===== config.mk =====
export PLATFORM = sky130hd
export DESIGN_NAME = gen3_scrambler_ctrl
export DESIGN_NICKNAME = d
export VERILOG_FILES = /design/src/rtl/gen3_scrambler_ctrl.sv
export SDC_FILE = /design/constraint.sdc
export NUM_CORES = 1
export LEC_CHECK = 0
export CELL_PAD_IN_SITES_DETAIL_PLACEMENT = 0
export CELL_PAD_IN_SITES_GLOBAL_PLACEMENT = 2
export CORE_ASPECT_RATIO = 1.1
export CORE_MARGIN = 3
export CORE_UTILIZATION = 22
export DETAILED_ROUTE_END_ITERATION = 8
export PLACE_DENSITY = 0.86
export SETUP_SLACK_MARGIN = 0.5
export SYNTH_ARGS = -nofsm -noshare
export SYNTH_HDL_FRONTEND = slang
export SYNTH_SLANG_ARGS = --single-unit
export TNS_END_PERCENT = 20

===== constraint.sdc =====
create_clock -name pclk -period 4.33 [get_ports pclk]
set_input_delay 0.866 -clock pclk [delete_from_list [all_inputs] [get_ports pclk]]
set_output_delay 0.866 -clock pclk [all_outputs]
set_load 0.02 [all_outputs]

===== src/rtl/gen3_scrambler_ctrl.sv =====
// rtl/gen3_scrambler_ctrl.sv - Gen3 128b/130b scrambler sequencing controller for one lane
// Tracks block/beat framing, decodes block type and drives LFSR seed/reload/advance/enables.
module gen3_scrambler_ctrl #(
  parameter int LANE_NUM = 0
) (
  input  logic        pclk,
  input  logic        reset,
  input  logic        gen3_en,
  input  logic        beat_valid,
  input  logic        block_start,
  input  logic [1:0]  sync_hdr,
  input  logic [7:0]  beat_sym0,
  output logic [23:0] seed_value,
  output logic        scrambler_reset,
  output logic        lfsr_advance,
  output logic [3:0]  scramble_en,
  output logic [2:0]  block_type,
  output logic [1:0]  beat_idx,
  output logic        sync_err
);

  localparam logic [2:0] BT_DATA  = 3'd0;
  localparam logic [2:0] BT_TS    = 3'd1;
  localparam logic [2:0] BT_SKP   = 3'd2;
  localparam logic [2:0] BT_EIEOS = 3'd3;
  localparam logic [2:0] BT_OS    = 3'd4;
  localparam logic [2:0] BT_NONE  = 3'd7;
  localparam int         SEED_SEL = LANE_NUM % 8;

  typedef enum logic {HUNT, IN_BLK} state_t;

  state_t      state, state_d;
  logic [1:0]  cnt_d;
  logic [2:0]  type_d;
  logic [2:0]  hdr_type;
  logic        hdr_bad;
  logic        err_d;
  logic        live;
  logic        adv_d;
  logic [3:0]  scr_d;
  logic        eieos_end_d;
  logic        reload_d;
  logic        reload_pend;
  logic        eieos_pend;
  logic        gen3_q;

  always_comb begin
    case (SEED_SEL)
      0:       seed_value = 24'h1DBFBC;
      1:       seed_value = 24'h0607BB;
      2:       seed_value = 24'h1EC760;
      3:       seed_value = 24'h18C0DB;
      4:       seed_value = 24'h010F12;
      5:       seed_value = 24'h19CFC9;
      6:       seed_value = 24'h0277CE;
      default: seed_value = 24'h1BB807;
    endcase
  end

  // Invalid sync headers are carried through as an unscrambled, advancing OS block.
  always_comb begin
    hdr_type = BT_OS;
    hdr_bad  = 1'b0;
    case (sync_hdr)
      2'b10: hdr_type = BT_DATA;
      2'b01: begin
        case (beat_sym0)
          8'h1E, 8'h2D: hdr_type = BT_TS;
          8'hAA:        hdr_type = BT_SKP;
          8'h00:        hdr_type = BT_EIEOS;
          default:      hdr_type = BT_OS;
        endcase
      end
      default: hdr_bad = 1'b1;
    endcase
  end

  always_ff @(posedge pclk) begin
    if (reset) begin
      state      <= HUNT;
      beat_idx   <= 2'd0;
      block_type <= BT_NONE;
    end else begin
      state      <= state_d;
      beat_idx   <= cnt_d;
      block_type <= type_d;
    end
  end

  always_comb begin
    state_d = state;
    cnt_d   = beat_idx;
    type_d  = block_type;
    err_d   = 1'b0;
    live    = 1'b0;
    if (!gen3_en) begin
      state_d = HUNT;
    end else if (beat_valid) begin
      if (block_start) begin
        state_d = IN_BLK;
        cnt_d   = 2'd0;
        type_d  = hdr_type;
        err_d   = hdr_bad | ((state == IN_BLK) && (beat_idx != 2'd3));
        live    = 1'b1;
      end else if (state == IN_BLK) begin
        if (beat_idx == 2'd3) begin
          err_d   = 1'b1;
          state_d = HUNT;
        end else begin
          cnt_d = beat_idx + 2'd1;
          live  = 1'b1;
        end
      end
    end
  end

  always_comb begin
    adv_d = 1'b0;
    scr_d = 4'h0;
    if (live) begin
      case (type_d)
        BT_DATA: begin
          adv_d = 1'b1;
          scr_d = 4'hF;
        end
        BT_TS: begin
          adv_d = 1'b1;
          scr_d = (cnt_d == 2'd0) ? 4'hE : 4'hF;
        end
        BT_OS:   adv_d = 1'b1;
        default: adv_d = 1'b0;
      endcase
    end
    eieos_end_d = live && (type_d == BT_EIEOS) && (cnt_d == 2'd3);
    // Post-reset, EIEOS-end and gen3_en-rise reloads all merge into one pulse.
    reload_d    = reload_pend | eieos_pend | (gen3_en & ~gen3_q);
  end

  always_ff @(posedge pclk) begin
    if (reset) begin
      lfsr_advance    <= 1'b0;
      scramble_en     <= 4'h0;
      sync_err        <= 1'b0;
      scrambler_reset <= 1'b0;
      reload_pend     <= 1'b1;
      eieos_pend      <= 1'b0;
      gen3_q          <= 1'b0;
    end else begin
      lfsr_advance    <= adv_d;
      scramble_en     <= scr_d;
      sync_err        <= err_d;
      scrambler_reset <= reload_d;
      reload_pend     <= 1'b0;
      eieos_pend      <= eieos_end_d;
      gen3_q          <= gen3_en;
    end
  end

endmodule


==> Implementation_results.wiki <==
{| class="wikitable"
! Metric !! Value
|-
| Area fraction in and, or, nand and nor cells after synthesis || 22.9%
|-
| Initial antenna violation count || 0
|-
| Final cycle utilization of the critical path || 55.2%
|-
| Cell Pwr Density || 278 nW/um2
|-
| Final count of negative-setup-slack endpoints || 0
|-
| Total power consumption of the routed design || 0.000322 W
|-
| Post-route minimum period || 2.39 ns
|-
| Buffers from clock root to sink, at most || 2
|-
| Gr usage total || 7.32%
|-
| Via count of the first global-routing pass || 668
|-
| Ratio of routed vias to standard cells || 4.08
|-
| Delay of the slowest cell on the worst path || 0.57 ns
|-
| Post-synthesis instance total || 99
|-
| GRT Residual Overflow || 0
|-
| Antenna diode count || 0
|-
| Total Negative Setup Slacks || 0 ns
|-
| Most common cell in the netlist || sky130_fd_sc_hd__buf_4
|-
| Fraction of final layout cells sized beyond drive strength 1 || 8.94%
|-
| Area growth from synthesis to final layout || 28.3%
|-
| Number of violations of the max-capacitance limit || 0
|-
| Drt first-iter violations || 30
|-
| # Post-CTS Setup Buffers || 0
|-
| Number of hold buffers added after cts || 0
|-
| Maximum level of the CTS H-tree || 1
|-
| Drt drc || 0
|-
| Routed length on met3 || 187 um
|-
| Max-slew violations || 0
|-
| Input/output buffers || 26
|-
| Worst Hold Endpoint || scrambler_reset
|-
| Crit path capture type || flip-flop
|-
| Startpoint of the most critical hold path || reload_pend
|-
| Core box area || 3800 um2
|-
| Area fraction in compound gates after synthesis || 16.5%
|-
| Reg2Reg Launch Point || state
|-
| I/O Pins || 51
|-
| Worst r2r path cells || 4
|-
| Die Footprint || 4910 um2
|-
| Yosys warns || 0
|-
| Endpoint of the most critical register-to-register path || scramble_en[0]
|-
| Router iterations before antenna repair || 4
|-
| VDD IR max || 78.7 uV
|-
| Leading cell types by total area after synthesis || sky130_fd_sc_hd__dfxtp_1 31%, sky130_fd_sc_hd__buf_4 22%, sky130_fd_sc_hd__ha_1 2.8%, sky130_fd_sc_hd__nor4b_4 2.6%, sky130_fd_sc_hd__nand4bb_1 2.5%
|-
| Clock slew at reported path FFs || 0.06 ns
|-
| Routability congestion estimate || 0.708
|-
| CP top delay family || simple AND/OR/NAND/NOR gates
|-
| Critical-path top delay cell || sky130_fd_sc_hd__or4_4
|-
| Mean instance size in the synthesized netlist || 9.12 um2
|-
| Outcome || finished, final reports clean
|-
| Cell variety after synth || 36
|-
| Required time of the critical path || 4.48 ns
|-
| Netlist area before placement || 903 um2
|-
| Number of buffer and inverter stages on the critical path || 1
|-
| CTS sink cnt || 14
|-
| Number of nets in the layout || 141
|-
| Proportion of register bits with asynchronous set or reset after synthesis || 0%
|-
| Critical path class || in2reg
|-
| Multiplexer fraction of the synthesized cell area || 1.11%
|-
| Parity-gate share of the synthesized area counting xor and xnor cells || 0.970%
|-
| Most area-hungry cell type in the Yosys netlist || sky130_fd_sc_hd__dfxtp_1
|-
| Wire length the detailed router placed on met1 || 761 um
|-
| Lkg Pwr || 0.451 nW
|-
| Number of non-filler instances in the completed layout || 173
|-
| Critical Path, Cell by Cell || clkdlybuf4s50_1, or4_4, nor4_1, a211o_2, nor4b_4
|-
| CTS tree || yes
|-
| Instance count along the most critical hold path || 2
|-
| Number of synthesized flops with an enable pin || 0
|-
| Top metal layer carrying routed signals || met4
|-
| Fraction of the yosys area taken by sequential cells || 31.0%
|-
| Detailed-route wire length per cell || 10.5 um
|-
| Final Hold Fails || 0
|-
| Wire length of the first global-routing pass || 2790 um
|-
| Worst R2R Setup Slack || 2.96 ns
|-
| Root buffer selected by CTS || sky130_fd_sc_hd__clkbuf_8
|-
| Total of cells resized after clock tree synthesis || 0
|-
| Antenna-violating nets left || 0
|-
| Total of flip-flops plus latches after synthesis || 14
|-
| Met2 routed WL || 838 um
|-
| CP Launch Type || input port
|-
| Combinational family with the most area after synthesis || buffers and inverters
|-
| Hold WC Path Type || reg2reg
|-
| Clock insertion delay at the later pin of the skew report || 0.24 ns
|-
| Synthesized-area fraction occupied by adder cells || 2.77%
|-
| Register ranked first by flip-flop count || block_type
|-
| Vias post-DR || 705
|-
| Area fraction of the dominant cell type after synthesis || 31.0%
|-
| Placed cell count || 169
|-
| Crit path DAT || 2.54 ns
|-
| Primary flip-flop cell chosen by synthesis mapping || sky130_fd_sc_hd__dfxtp_1
|-
| DIE HEIGHT || 73.2 um
|-
| Largest registers || block_type x3, beat_idx x2, scramble_en x2
|-
| Effective utilization at floorplan || 23.8%
|-
| Number of flip-flops under the largest register name || 3
|-
| Maximum clock rate || 419 MHz
|-
| Setup repair after global routing missed its margin || false
|-
| Maximum number of pins on one net before global-route repair || 10
|-
| Clock skew after layout || 0.000733 ns
|-
| Chip width || 67.1 um
|-
| Number of buffers inserted during clock tree synthesis || 3
|-
| Worst-path fanout max || 4
|-
| DP Wirelength || 1560 um
|-
| Most common library cells after synthesis || 26 x sky130_fd_sc_hd__buf_4, 14 x sky130_fd_sc_hd__dfxtp_1, 6 x sky130_fd_sc_hd__nor2_1
|-
| Floorplan row count || 23
|-
| Post-detailed-routing wire length || 1810 um
|}
layer usage:
metal	vias to the layer above	GRT usage [%]
met4	0	3.60
met2	43	12.8
met5	-	0
met1	314	8.50
li1	346	-
met3	2	1.23
cells in the final DEF, fill, tap and decap left out, drive strengths merged, types with 2 or more instances in the layout:
cell type / synthesis / routed
or2: 2 / 2
inv: 3 / 3
nand2b: 3 / 3
nor2b: 2 / 2
a311oi: 2 / 2
clkdlybuf4s50: 0 / 26
a21oi: 3 / 3
dfxtp: 14 / 14
nand4bb: 2 / 2
nand2: 5 / 5
ha: 2 / 2
a22oi: 2 / 2
clkbuf: 0 / 4
nand4: 3 / 3
nor2: 6 / 6
or4: 2 / 2
conb: 2 / 24
worst register-to-register path, delay by kind of cell, from the launching register on:
family	cells	cell delay (ns)
AO/OA/AOI/OAI	4	0.85
flip-flops	1	0.43
cell families (layout without fill, tap and decap cells):
family | Yosys count | in the layout
buffers and inverters | 31 | 33
adder cells (fa/ha/maj) | 2 | 2
multiplexers | 1 | 1
other | 2 | 24
AO/OA/AOI/OAI | 17 | 17
XOR/XNOR | 1 | 1
AND/OR/NAND/NOR | 31 | 31
flip-flops | 14 | 14
final cells by class:
type | instances | area, um2
Sequential cell | 14 | 280
Tap cell | 50 | 62.6
Fill cell | 426 | 2640
Inverter | 3 | 11.3
Multi-Input combinational cell | 76 | 489
Clock buffer | 4 | 55.1
Timing Repair Buffer | 26 | 260
metrics by stage:
step	util (%)	worst slack [ns]	instance area (um2)	hold slack [ns]
after global routing	30.5	1.80	1160	0.506
after global placement	29.1	1.70	1100	0.465
after CTS	30.5	1.94	1160	0.485
after floorplan	-	2.30	986	0.446
final	30.5	1.94	1160	0.479
after detailed placement	29.1	1.69	1100	0.472
how the worst max path moves through the flow:
stage / start / end / slack, ns / depth (start not counted)
after global placement: beat_sym0[0] / eieos_pend / 1.70 / 5
after CTS: beat_sym0[5] / eieos_pend / 1.94 / 5
after detailed placement: beat_sym0[5] / eieos_pend / 1.69 / 5
final: beat_sym0[0] / eieos_pend / 1.94 / 5
after global routing: beat_sym0[0] / eieos_pend / 1.80 / 5
after floorplan: beat_sym0[0] / eieos_pend / 2.30 / 4
power by group:
group          internal (W)  switching (W)  total [W]  leakage, nW
Clock             0.0000803      0.0000420   0.000122       0.0288
Sequential         0.000133     0.00000224   0.000135        0.114
Combinational     0.0000247      0.0000398  0.0000644        0.307
Total              0.000238      0.0000840   0.000322        0.451
(Power assumes the default switching activity.)
